### src/rtl/fft_input_loader.sv
// Frame loader for a streaming FFT: windows incoming real samples and writes them
// to the FFT RAM in bit-reversed order, then hands the frame to the FFT core.
module fft_input_loader #(
    parameter int unsigned bw_fftp   = 12,
    parameter int unsigned bw_data   = 18,
    parameter int unsigned win_delay = 2
) (
    input  logic               Clock,
    input  logic               Reset,
    input  logic               Enable,
    input  logic               In_Valid,
    input  logic [bw_data-1:0] In_Sample,
    output logic               In_Ready,
    output logic [bw_fftp-1:0] WinAddr,
    input  logic [bw_data-1:0] WinCoef,
    output logic [bw_fftp-1:0] WrRAMAddr,
    output logic [bw_data-1:0] Out_Re,
    output logic [bw_data-1:0] Out_Im,
    output logic               WE,
    output logic               FFTStart,
    input  logic               FFTBusy,
    input  logic               FFTEnd,
    output logic               Overrun,
    output logic               Busy
);

    localparam int unsigned PW = 2 * bw_data + 1;
    localparam logic [bw_fftp-1:0] LAST = {bw_fftp{1'b1}};

    typedef enum logic [2:0] {IDLE, LOAD, FLUSH, START, WAIT} state_t;

    state_t             state;
    logic [bw_fftp-1:0] cnt;
    logic               accept;

    logic [win_delay-1:0] dly_v;
    logic [bw_data-1:0]   dly_s [win_delay];
    logic [bw_fftp-1:0]   dly_a [win_delay];

    logic                 prod_v;
    logic signed [PW-1:0] prod;
    logic [bw_fftp-1:0]   prod_a;

    logic                 res_v;
    logic [bw_data-1:0]   res;
    logic [bw_fftp-1:0]   res_a;

    function automatic logic [bw_fftp-1:0] bitrev(input logic [bw_fftp-1:0] a);
        logic [bw_fftp-1:0] r;
        for (int i = 0; i < int'(bw_fftp); i++) begin
            r[i] = a[int'(bw_fftp) - 1 - i];
        end
        return r;
    endfunction

    assign In_Ready = (state == LOAD);
    assign Busy     = (state != IDLE);
    assign WinAddr  = cnt;
    assign accept   = In_Valid && In_Ready;
    assign Out_Im   = '0;
    // The start pulse follows FFTBusy within the cycle so it lands one cycle after the last write.
    assign FFTStart = (state == START) && !FFTBusy;

    // Frame sequencing; the last write is recognised by its all-ones bit-reversed address.
    always_ff @(posedge Clock) begin
        if (Reset) begin
            state <= IDLE;
            cnt   <= '0;
        end else begin
            case (state)
                IDLE: begin
                    if (Enable) begin
                        state <= LOAD;
                        cnt   <= '0;
                    end
                end
                LOAD: begin
                    if (In_Valid) begin
                        if (cnt == LAST) begin
                            state <= FLUSH;
                        end else begin
                            cnt <= cnt + bw_fftp'(1);
                        end
                    end
                end
                FLUSH: begin
                    if (WE && WrRAMAddr == LAST) begin
                        state <= START;
                    end
                end
                START: begin
                    if (!FFTBusy) begin
                        state <= WAIT;
                    end
                end
                WAIT: begin
                    if (FFTEnd) begin
                        state <= Enable ? LOAD : IDLE;
                        cnt   <= '0;
                    end
                end
                default: state <= IDLE;
            endcase
        end
    end

    // Sample delay line matching the window ROM latency, then multiply, scale and write.
    always_ff @(posedge Clock) begin
        if (Reset) begin
            dly_v     <= '0;
            for (int i = 0; i < int'(win_delay); i++) begin
                dly_s[i] <= '0;
                dly_a[i] <= '0;
            end
            prod_v    <= 1'b0;
            prod      <= '0;
            prod_a    <= '0;
            res_v     <= 1'b0;
            res       <= '0;
            res_a     <= '0;
            WE        <= 1'b0;
            Out_Re    <= '0;
            WrRAMAddr <= '0;
            Overrun   <= 1'b0;
        end else begin
            dly_v[0] <= accept;
            dly_s[0] <= In_Sample;
            dly_a[0] <= cnt;
            for (int i = 1; i < int'(win_delay); i++) begin
                dly_v[i] <= dly_v[i-1];
                dly_s[i] <= dly_s[i-1];
                dly_a[i] <= dly_a[i-1];
            end

            prod_v <= dly_v[win_delay-1];
            prod   <= PW'($signed(dly_s[win_delay-1])) * PW'($signed({1'b0, WinCoef}));
            prod_a <= dly_a[win_delay-1];

            res_v <= prod_v;
            res   <= bw_data'(prod >>> bw_data);
            res_a <= prod_a;

            WE        <= res_v;
            Out_Re    <= res_v ? res : '0;
            WrRAMAddr <= res_v ? bitrev(res_a) : '0;

            if (In_Valid && !In_Ready && Busy) begin
                Overrun <= 1'b1;
            end
        end
    end

endmodule

### config.mk
export PLATFORM = sky130hd
export DESIGN_NAME = fft_input_loader
export DESIGN_NICKNAME = d
export VERILOG_FILES = /design/src/rtl/fft_input_loader.sv
export SDC_FILE = /design/constraint.sdc
export NUM_CORES = 1
export LEC_CHECK = 0
export BUFFER_PORTS_ARGS = -buffer_cell sky130_fd_sc_hd__buf_2
export CAP_MARGIN = 10
export CORE_ASPECT_RATIO = 0.8
export CORE_MARGIN = 2
export CORE_UTILIZATION = 45
export CTS_BUF_LIST = sky130_fd_sc_hd__clkbuf_4
export CTS_CLUSTER_SIZE = 20
export DETAILED_ROUTE_END_ITERATION = 6
export PLACE_DENSITY = 0.69
export SLEW_MARGIN = 20
export SYNTH_ARGS = -nofsm -noshare
export SYNTH_HDL_FRONTEND = slang
export SYNTH_SLANG_ARGS = --single-unit
### constraint.sdc
create_clock -name Clock -period 7.83 [get_ports Clock]
set_clock_uncertainty 0.05 [all_clocks]
set_input_delay 0.3915 -clock Clock [delete_from_list [all_inputs] [get_ports Clock]]
set_output_delay 0.3915 -clock Clock [all_outputs]
set_load 0.01 [all_outputs]
Word level (Yosys, flattened, before mapping)
Memories as Yosys holds them, arrays and structs flattened. A register that Yosys moved wholly into a read port is not among the register bits.
Index checks and enable logic that the tools add are counted.
{"block": "totals", "memories": 2, "in_bits": 42, "ff_bits": 117, "word_cells": 67, "output_inout_bits": 65, "ram_bits": 60}
{"name": "dly_s", "words": 2, "width": 18, "read_ports": 2, "rd_ports_with_merged_regs": 0, "wr": 2, "line": "37", "text": "logic [bw_data-1:0] dly_s [win_delay];"}
{"name": "dly_a", "words": 2, "width": 12, "read_ports": 2, "rd_ports_with_merged_regs": 1, "wr": 2, "line": "38", "text": "logic [bw_fftp-1:0] dly_a [win_delay];"}
{"block": "classes", "multipliers": 1, "bitwise": 5, "n_reduce_logical": 13, "muxes": 20, "n_addsub": 1, "eq_ne": 13}
{"op": "12-bit 2-to-1 mux", "count": 6}
{"op": "18-bit by 19-bit multiplier with 36-bit output", "count": 1}
{"op": "18-bit 2-to-1 mux", "count": 2}
{"op": "12-bit case mux with 3 select lines", "count": 1}
{"op": "12-bit == test, second input constant", "count": 2}
{"op": "3-bit 2-to-1 mux", "count": 6}
{"op": "3-bit case mux with 5 select lines", "count": 1}
{"op": "12-bit by 1-bit adder with 12-bit output, second input constant", "count": 1}
{"op": "2-bit != test, second input constant", "count": 6}
{"op": "3-bit by 2-bit == test with 1-bit output, second input constant", "count": 2}
{"op": "6-bit AND reduction", "count": 1}
{"op": "3-bit nonzero test", "count": 2}
{"op": "1-bit logical AND", "count": 5}
{"op": "5-bit AND reduction", "count": 1}
{"op": "1-bit 2-to-1 mux", "count": 4}
{"op": "1-bit OR", "count": 4}
{"op": "3-bit by 1-bit == test with 1-bit output, second input constant", "count": 1}
{"op": "3-bit == test, second input constant", "count": 1}
{"op": "3-bit zero test", "count": 1}
{"op": "1-bit zero test", "count": 2}
{"op": "2-bit by 1-bit != test with 1-bit output, second input constant", "count": 1}
{"op": "2-bit OR reduction", "count": 1}
{"op": "1-bit NOT", "count": 1}

Logic depth before layout (Yosys ltp)
Gate-level depths: netlist of the first run.
{"block": "depth", "word_depth": 4, "ltp_mapped": 23, "depth_no_buf": 21}

Worst setup path after synthesis of the first run
Ideal clock, no wire load.
{"block": "synth_path", "path_type": "register to register", "start": "memory dly_s[1][9] (netlist: dly_s[0][27])", "end": "register prod[31]", "required_time_ns": 7.657, "n_path_buf": 2, "arrival_time_ns": 5.831, "synth_period_minus_slack_ns": 6.004, "setup_time_ns": 0.123, "setup_slack_ns": 1.826, "path_stages_with_launch": 21, "cell_sequence": "dfxtp_1 > clkbuf_1 > clkbuf_1 > nand2_1 > fa_1 > fa_1 > inv_1 > fa_1 > fa_1 > fa_1 > inv_1 > fa_1 > inv_1 > ha_1 > a21o_1 > o21bai_1 > a31o_1 > and3_4 > a221oi_4 > o221a_2 > mux2_1"}
{"item": "from (decl)", "line": "37"}
{"item": "to (signal assigned)", "line": "136", "text": "prod <= PW'($signed(dly_s[win_delay-1])) * PW'($signed({1'b0, WinCoef}));"}
{"item": "to (decl)", "line": "41", "text": "logic signed [PW-1:0] prod;"}

==> flow_summary_export.csv, run 1 <==
group,metric,value,unit
outcome,outcome,"completed",
drt,drt-pass1-iter-count,6,
drt,drtIter0Drc,988,
yosys,yosysTopAreaCellShare,32.2,%
yosys,syn_inst,1681,
yosys,avgSynthCellArea,9.44,um2
setup_path,crit_arrival,6960,ps
yosys,ys_seq_elements,171,
floorplan,die_w,214,um
cts,cts_max_path_buffers,2,
cts,h-tree-depth,4,
placement,place_inst,2179,
global_routing,grt_usage,20.4,%
setup_path,end_kind,"flip-flop",
yosys,yosysWarningCount,0,
global_routing,gr-total-overflow,0,
floorplan,die_area,36800,um2
drt,via_count,10906,
timing,fin_crit,6530,ps
yosys,async_flop_share,0,%
flow_run,cap_violations,0,
global_routing,grt_pass1_vias,11141,
placement,place_area,16600,um2
placement,portBuffers,88,
cells_and_area,fill_cells,3229,
yosys,synth.most_common_cell,"inv_1",
worst_hold_path,min_path_type,"primary input to flip-flop",
cts,clkTransAtPathRegs,150,ps
timing,finalCritPeriodShare,83.4,%
timing,drv_slew,0,
floorplan,start_util,45.7,%
cts,cts-resized-gates,0,
setup_path,start_kind,"flip-flop",
yosys,synth.top_cells.by_count,"inv_1, fa_1, and2_1",
timing,fin_hold_ws,181,ps
yosys,dominantRegCellSynth,"dfxtp_1",
floorplan,core-area,34700,um2
timing,setup_viol,0,
setup_path,crit_required,8270,ps
cells_and_area,syn2layout_area_growth,7.62,%
yosys,synth_cell_types,59,
cts,numCtsBuffers,17,
setup_path,crit_fanout,18,
cells_and_area,seq_area,3420,um2
yosys,yosys.area.top_type,"fa_1",
cells_and_area,drive_gt1_share,7.90,%
placement,dp_slack,1340,ps
global_routing,grt_first_pass_wirelength,59.2,mm
timing,relSlewSlack,39.4,%
timing,worst_pin_slew,908,ps
cells_and_area,final_area,17100,um2
floorplan,num_rows,61,
drt,detail_route.wl_per_cell,16.0,um
yosys,syn_area,15900,um2
drt,drc,0,
timing,timing.final.hold_violations,0,
power_and_ir_drop,leakagePower,8.44,nW
global_routing,antenna_found_initial,1,
cts,cts_root_buf,"clkbuf_4",
placement,gp_congestion,0.910,
floorplan,io_pins,107,
yosys,seq_area_frac_synth,21.6,%
cells_and_area,final_util,49.2,%
floorplan,die_y,172,um
yosys,synth_area_leaders,"fa_1, dfxtp_1, ha_1, and2_1, inv_1",
power_and_ir_drop,peakVddDrop,0.000139,V
cts,holdBufCountCts,20,
timing,setup_ws,1300,ps
power_and_ir_drop,power_density,149,nW/um2
timing,clock.fmax,0.153,GHz
drt,drtAntennaViolNets,0,
cts,clk_latency,590,ps
timing,grt_setup_unrepaired,"false",
cells_and_area,multi_input_area,11000,um2
yosys,synth-edff-count,0,
cts,cts_tree,"yes",
drt,via_per_inst,4.89,
cells_and_area,nets,2167,
timing,final.setup.tns,0,ps
global_routing,grt_max_degree,82,
power_and_ir_drop,total_power,2.54,mW
cells_and_area,stdcell_count,2232,
setup_path,critical_path_class,"flip-flop to flip-flop",
cts,post_cts_buffers,0,
placement,dp_hpwl,28.3,mm
cts,cts.sinks,171,
drt,routed_wirelength,35.8,mm
[logic make-up after synthesis]
kind of cell,synth area share (%)
compound gates,4.97
flops,21.6
simple gates,19.9
mux,0.536
xor+xnor,1.33
buf+inv,9.73
other cells,0.0236
fa+ha+maj,42.0
[path summary, 6_finish.rpt]
| path | start | endpoint | slack [ps] | cells past startpoint |
|---|---|---|---|---|
| min | Reset | res_a[9] | 180 | 2 |
| max | dly_s[0][27] | prod[31] | 1300 | 18 |
| max reg2reg | dly_s[0][27] | prod[31] | 1300 | 18 |
| min reg2reg | prod_a[8] | res_a[8] | 390 | 1 |
[flip-flops by register name, indices dropped and copies added (netlist names)]
register	flops
Out_Re	18
dly_v	2
prod	18
dly_s	36
WE	1
prod_v	1
state	3
WrRAMAddr	12
dly_a	24
res	18
Overrun	1
WinAddr	12
res_v	1
prod_a	12
res_a	12
[placed cells by master, fill, tap and decap left out, types with 3 or more instances in the layout]
cell type,instances
a21o_1,18
a21oi_1,36
and2_1,188
and3_1,5
buf_2,87
buf_4,4
clkbuf_4,17
conb_1,18
dfxtp_1,171
dlygate4sd3_1,20
fa_1,255
ha_1,124
inv_1,311
inv_8,5
mux2i_1,4
nand2_1,164
nand2b_1,10
nand3_1,9
nand4_1,12
nor2_1,60
nor2b_1,113
nor3_1,9
nor4_1,3
o2111ai_1,3
o211ai_1,8
o21a_1,5
o21ai_0,17
o21ai_1,3
o21bai_1,5
o221a_2,3
or3_1,3
xnor2_1,15
xor2_1,9
[area by class of cell]
class,instances,area share (%)
diodes,1,0.0147
clock inverters,15,0.792
inverters,311,6.84
repair buffers,111,3.90
flip-flops and latches,171,20.1
well taps,472,3.46
multi-input cells,1134,64.2
clock buffers,17,0.748
[routing by layer]
| metal | vias up | global-route usage, % | share of wire [%] | wire, um |
|---|---|---|---|---|
| met4 | 0 | 5.66 | 1.7 | 593 |
| met1 | 5329 | 30.5 | 49 | 17500 |
| met3 | 46 | 4.45 | 8.2 | 2930 |
| li1 | 5150 | - | - | - |
| met2 | 381 | 29.8 | 41 | 14700 |
| met5 | - | 0 | 0 | 0 |
[power breakdown]
part	leakage (nW)	internal (mW)	switching, mW	total [mW]
sequential	1.39	0.924	0.0356	0.959
clock	0.140	0.138	0.334	0.472
combinational	6.90	0.432	0.675	1.11
total	8.44	1.49	1.04	2.54
[critical path: stages (launching register included)]
cell and delay, ps:
dfxtp_1 890, nand2_1 180, fa_1 560, fa_1 540, inv_1 70, fa_1 550, fa_1 440, fa_1 490
inv_1 50, fa_1 470, inv_1 40, ha_1 370, a21o_1 230, o21bai_1 170, a31o_1 220, and3_4 190
a221oi_4 350, o221a_2 240, mux2_1 310
Power figures use the tool's default switching activity.
==> inputs of run 2 (changes only) <==
--- a/config.mk
+++ b/config.mk
@@ -5,6 +5,7 @@
 export SDC_FILE = /design/constraint.sdc
 export NUM_CORES = 1
 export LEC_CHECK = 0
+export ABC_AREA = 1
 export BUFFER_PORTS_ARGS = -buffer_cell sky130_fd_sc_hd__buf_2
 export CAP_MARGIN = 10
 export CORE_ASPECT_RATIO = 0.8
==> constraint.sdc (replaced) <==
create_clock -name Clock -period 6.84 [get_ports Clock]
set_clock_uncertainty 0.05 [all_clocks]
set_input_delay 0.342 -clock Clock [delete_from_list [all_inputs] [get_ports Clock]]
set_output_delay 0.342 -clock Clock [all_outputs]
set_load 0.01 [all_outputs]
==> run 2 against run 1 <==
  * Combinational power grew 28%
  * Synthesized cell count grew 32%
  * Die area up 6.0%
  * Clock-buffer cell count is the same
  * Via count up 17%
  * Clock power is 26% higher
  * Global-route usage up 0.70 points
  * First-iteration DRC count shrank 15%
  * Utilization down 0.35 points
  * Sequential power rose by 16%
  * Non-clock buffer count grew 7
  * Register-to-register slack worse by 570 ps
==> flow_summary_export.csv, run 2 <==
group,metric,value,unit
timing,timing.final.hold_violations,0,
cells_and_area,syn2layout_area_growth,7.18,%
drt,detail_route.wl_per_cell,13.8,um
placement,dp_hpwl,31.0,mm
timing,final.setup.tns,0,ps
global_routing,antenna_found_initial,1,
drt,via_per_inst,4.62,
cells_and_area,largest_registers,"dly_s x36, dly_a x24",
yosys,avgSynthCellArea,7.57,um2
cts,post_cts_buffers,0,
cells_and_area,final_area,18000,um2
yosys,ys_seq_elements,171,
timing,setup_viol,0,
cells_and_area,fill_cells,3596,
placement,portBuffers,88,
drt,routed_wirelength,38.2,mm
yosys,synth.top_cells.by_count,"inv_1, nand2_1, fa_1",
worst_hold_path,hp-start,"Enable",
cts,clkTransAtPathRegs,160,ps
placement,gp_congestion,0.893,
global_routing,grt_first_pass_wirelength,64.7,mm
yosys,yosysWarningCount,0,
outcome,outcome,"completed",
setup_path,cp-endpoint,"prod[23]",
cts,numCtsBuffers,17,
cells_and_area,drive_gt1_share,7.10,%
yosys,seq_area_frac_synth,20.3,%
setup_path,crit_arrival,6550,ps
power_and_ir_drop,leakagePower,10.3,nW
power_and_ir_drop,switching_power,1.38,mW
flow_run,cap_violations,0,
worst_hold_path,min_path_type,"primary input to flip-flop",
timing,finalCritPeriodShare,89.3,%
drt,drc,0,
cts,cts.sinks,171,
cts,cts_max_path_buffers,2,
setup_path,crit_path_start,"dly_s[0][24]",
cts,h-tree-depth,4,
floorplan,start_util,45.5,%
yosys,syn_area,16800,um2
floorplan,die_w,220,um
cells_and_area,multi_input_area,10400,um2
power_and_ir_drop,swShare,44.1,%
cells_and_area,final_cell_mix,"inv_1, nand2_1, fa_1",
yosys,yosysTopAreaCellShare,30.3,%
cells_and_area,nets,2690,
timing,clock.fmax,0.164,GHz
setup_path,critical_path_class,"flip-flop to flip-flop",
power_and_ir_drop,power_density,173,nW/um2
yosys,synth_cell_types,34,
setup_path,reg2reg_depth,20,
global_routing,grt_pass1_vias,13470,
setup_path,reg2reg_slack,730,ps
floorplan,core-area,37000,um2
global_routing,gr-total-overflow,0,
cells_and_area,layout_commonest_cell,"inv_1",
setup_path,r2r-end,"prod[23]",
timing,grt_setup_unrepaired,"false",
cells_and_area,regMostFlops,"dly_s",
cells_and_area,seq_area,3420,um2
timing,fin_crit,6110,ps
cells_and_area,largest_reg_flops,36,
placement,place_area,17500,um2
drt,drtAntennaViolNets,0,
yosys,synth_area_leaders,"fa_1, dfxtp_1, inv_1, nand2_1, ha_1",
floorplan,io_pins,107,
power_and_ir_drop,p_comb_share,45.5,%
timing,relSlewSlack,39.3,%
floorplan,die_area,39000,um2
cts,clk_latency,570,ps
drt,drt-pass1-iter-count,5,
setup_path,end_kind,"flip-flop",
yosys,yosys.area.top_type,"fa_1",
setup_path,crit_required,7290,ps
setup_path,r2r_start,"dly_s[0][24]",
drt,via_count,12800,
cts,cts_root_buf,"clkbuf_4",
yosys,dominantRegCellSynth,"dfxtp_1",
global_routing,grt_max_degree,66,
yosys,synth-edff-count,0,
global_routing,grt_usage,21.1,%
timing,drv_slew,0,
floorplan,num_rows,63,
timing,fin_hold_ws,106,ps
power_and_ir_drop,clock_power_share,19.0,%
floorplan,die_y,177,um
drt,drtIter0Drc,835,
power_and_ir_drop,power.internal,1.75,mW
power_and_ir_drop,peakVddDrop,0.000206,V
setup_path,crit_fanout,18,
yosys,syn_inst,2224,
power_and_ir_drop,p_seq_share,35.5,%
yosys,synth.most_common_cell,"inv_1",
cts,cts_tree,"yes",
setup_path,start_kind,"flip-flop",
timing,worst_pin_slew,909,ps
yosys,async_flop_share,0,%
cells_and_area,final_util,48.8,%
run 2: logic make-up after synthesis:
kind of cell	Yosys count	synth area share (%)
XOR/XNOR	14	0.728
AO/OA/AOI/OAI	98	3.17
other	1	0.0223
AND/OR/NAND/NOR	776	18.2
adder cells (fa/ha/maj)	379	39.5
buffers and inverters	785	18.0
flip-flops	171	20.3
run 2: worst min path at each step:
stage	endpoint	slack, ps	cells past startpoint
final	state[0]	110	5
after global routing	state[0]	120	5
after CTS	state[0]	40	5
after detailed placement	res_v	340	2
after global placement	dly_a[1][4]	340	2
after floorplan	dly_a[1][0]	340	2
run 2: power by group through the flow:
stage	clock network, mW	registers [mW]	logic [mW]
final	0.594	1.11	1.42
after global routing	0.657	1.12	1.65
after detailed placement	0	1.13	1.41
after global placement	0	1.13	1.39
after floorplan	0	1.11	1.05
after CTS	0.616	1.11	1.44
run 2: what timing repair did:
item,CTS,global route
endpoints found under the hold margin,21,0
setup endpoints to repair,0,0
resized for setup,0,0
hold buffers,21,0
run 2: area by class of cell:
type                       instances  share of cell area, %
clock buffer                      17                  0.707
timing repair buffer             118                   3.99
multi-input combinational       1285                   57.9
tap                              487                   3.38
clock inverter                    15                  0.957
sequential                       171                   19.0
inverter                         676                   14.1
antenna                            1                 0.0139
run 2: worst max-delay path, stage by stage (launching register included):
cell	delay (ps)
dfxtp_1	940
nand2_1	200
fa_1	590
inv_1	60
fa_1	480
fa_1	500
fa_1	530
fa_1	510
inv_1	50
fa_1	470
inv_1	40
ha_1	340
a21oi_1	240
o21ai_0	180
inv_1	80
nand2_1	120
inv_1	80
nand3_1	190
nand2_1	110
nand2_1	50
nor2_1	230
run 2: per-stage QoR:
step | total power, mW | instances | worst slack [ps]
6_report | 3.13 | 2770 | 731
4_1_cts | 3.16 | 2769 | 791
2_1_floorplan | 2.16 | 2241 | 1490
5_1_grt | 3.43 | 2770 | 504
3_5_place_dp | 2.54 | 2716 | 827
3_3_place_gp | 2.53 | 2716 | 892
run 2: metal layers:
metal / routed length (um) / GRT usage, % / vias up
li1: - / - / 6286
met1: 17400 / 28.5 / 6109
met2: 17800 / 35.4 / 355
met3: 2340 / 3.18 / 50
met4: 710 / 5.73 / 0
met5: 0 / 0 / -
==> inputs of run 3 (changes only) <==
--- a/config.mk
+++ b/config.mk
@@ -9,12 +9,13 @@
 export BUFFER_PORTS_ARGS = -buffer_cell sky130_fd_sc_hd__buf_2
 export CAP_MARGIN = 10
 export CORE_ASPECT_RATIO = 0.8
-export CORE_MARGIN = 2
+export CORE_MARGIN = 3
 export CORE_UTILIZATION = 45
 export CTS_BUF_LIST = sky130_fd_sc_hd__clkbuf_4
 export CTS_CLUSTER_SIZE = 20
 export DETAILED_ROUTE_END_ITERATION = 6
-export PLACE_DENSITY = 0.69
+export PLACE_DENSITY_LB_ADDON = 0.05
+export SKIP_CTS_REPAIR_TIMING = 1
 export SLEW_MARGIN = 20
 export SYNTH_ARGS = -nofsm -noshare
 export SYNTH_HDL_FRONTEND = slang
==> run 3 against run 2 <==
  * The flow now finishes with violations (design-rule violations)
  * Critical path depth did not move
  * Total power rose by 0.96%
  * Via count fell by 0.50%
  * Global-route usage rose by 1.0 points
  * Final area fell by 0.15%
  * Combinational power barely moved
  * Hold slack got worse by 19 ps
  * Sequential cell count did not move
  * Non-clock buffer count fell by 1
  * Register-to-register slack improved by 70 ps
  * Critical path type unchanged
  * Critical endpoint is now prod[24]
  * Largest cell class unchanged
==> flow_summary_export.csv, run 3 (synthesis results as in run 2) <==
group,metric,value,unit
floorplan,io_pins,107,
floorplan,die_w,222,um
cells_and_area,largest_reg_flops,36,
timing,worst_pin_slew,1030,ps
setup_path,start_kind,"flip-flop",
setup_path,critical_path_class,"flip-flop to flip-flop",
floorplan,start_util,46.3,%
drt,drtAntennaViolNets,0,
global_routing,grt_first_pass_wirelength,68.9,mm
floorplan,num_rows,62,
drt,drtIter0Drc,715,
cts,h-tree-depth,4,
cts,cts_max_path_buffers,2,
timing,timing.final.hold_violations,0,
cells_and_area,drive_gt1_share,6.97,%
cts,cts_root_buf,"clkbuf_4",
global_routing,grt_max_degree,80,
worst_hold_path,min_path_cells,5,
setup_path,crit_fanout,18,
flow_run,cap_violations,0,
cts,numCtsBuffers,17,
cells_and_area,final_util,49.5,%
drt,drt-pass1-iter-count,7,
setup_path,crit_path_start,"dly_s[0][21]",
power_and_ir_drop,leakagePower,10.2,nW
global_routing,gr-total-overflow,0,
worst_hold_path,hp-start,"Enable",
placement,place_area,17500,um2
global_routing,grt_pass1_vias,12923,
drt,routed_wirelength,41.9,mm
timing,clock.fmax,0.166,GHz
cells_and_area,regMostFlops,"dly_s",
drt,drc,2,
setup_path,reg2reg_depth,20,
drt,detail_route.wl_per_cell,15.2,um
placement,gp_congestion,0.901,
floorplan,die_y,179,um
cells_and_area,final_cell_mix,"inv_1, nand2_1, fa_1",
floorplan,core-area,36400,um2
setup_path,end_kind,"flip-flop",
placement,portBuffers,88,
outcome,outcome,"finished with violations",
cells_and_area,nets,2689,
drt,via_per_inst,4.61,
timing,final.setup.tns,0,ps
timing,fin_crit,6040,ps
drt,via_count,12736,
placement,dp_hpwl,33.7,mm
global_routing,grt_usage,22.2,%
cts,clkTransAtPathRegs,150,ps
cells_and_area,final_area,18000,um2
cells_and_area,layout_commonest_cell,"inv_1",
timing,finalCritPeriodShare,88.3,%
setup_path,crit_arrival,6500,ps
cells_and_area,syn2layout_area_growth,7.02,%
timing,setup_viol,0,
power_and_ir_drop,power_density,175,nW/um2
setup_path,crit_required,7300,ps
cts,cts.sinks,171,
cts,cts_tree,"yes",
outcome,violations,"design-rule violations",
timing,drv_slew,0,
floorplan,die_area,39800,um2
timing,grt_setup_unrepaired,"false",
cells_and_area,largest_registers,"dly_s x36, dly_a x24",
setup_path,r2r_start,"dly_s[0][21]",
worst_hold_path,min_path_type,"primary input to flip-flop",
cts,clk_latency,610,ps
timing,relSlewSlack,31.2,%
power_and_ir_drop,peakVddDrop,0.0000923,V
global_routing,antenna_found_initial,1,
## run 3: cell types whose count changed in the layout (fill, tap and decap cells not counted), sizes merged
cell,change
buf,-1
clkbuf,+1
clkinvlp,-1
diode,+1
## run 3: worst max-delay path, stage by stage, from the launching register on
cell and delay, ps:
dfxtp_1 1020, nand2_1 220, fa_1 550, fa_1 520, fa_1 520, inv_1 80, fa_1 500, fa_1 490
inv_1 50, fa_1 470, inv_1 40, ha_1 300, a21oi_1 250, o21ai_0 220, a21oi_1 160, nand2_1 100
nand2_1 70, nand2_1 60, nand2_1 60, nand2_1 50, nor2_1 180
## run 3: area by class of cell
class | instances | area (um2)
well taps | 480 | 601
repair buffers | 117 | 713
fillers | 3697 | 18400
clock inverters | 14 | 154
diodes | 2 | 5.00
flip-flops and latches | 171 | 3420
clock buffers | 18 | 135
inverters | 676 | 2540
multi-input cells | 1285 | 10400
## run 3: worst paths after layout
check	slack (ps)	endpoint
max	800	prod[24]
min	90	state[0]
max reg2reg	800	prod[24]
min reg2reg	330	res_v
## run 3: report_power, final
part / internal, mW / switching [mW]
clock: 0.201 / 0.414
combinational: 0.479 / 0.940
sequential: 1.07 / 0.0562
## run 3: stage by stage
stage / setup WS (ps) / power, mW / hold WS [ps] / std cells
floorplan: 1490 / 2.16 / 338 / 2241
global placement: 834 / 2.55 / 341 / 2708
detailed placement: 818 / 2.55 / 342 / 2708
CTS: 776 / 3.19 / -208 / 2740
global route: 448 / 3.47 / 35.3 / 2763
finish: 801 / 3.16 / 87.2 / 2763
## run 3: layer usage
layer	vias up	GRT usage, %	wire, um
li1	6277	-	-
met4	0	5.65	741
met5	-	0	0
met2	255	35.7	19000
met3	39	2.62	1470
met1	6165	32.0	20700
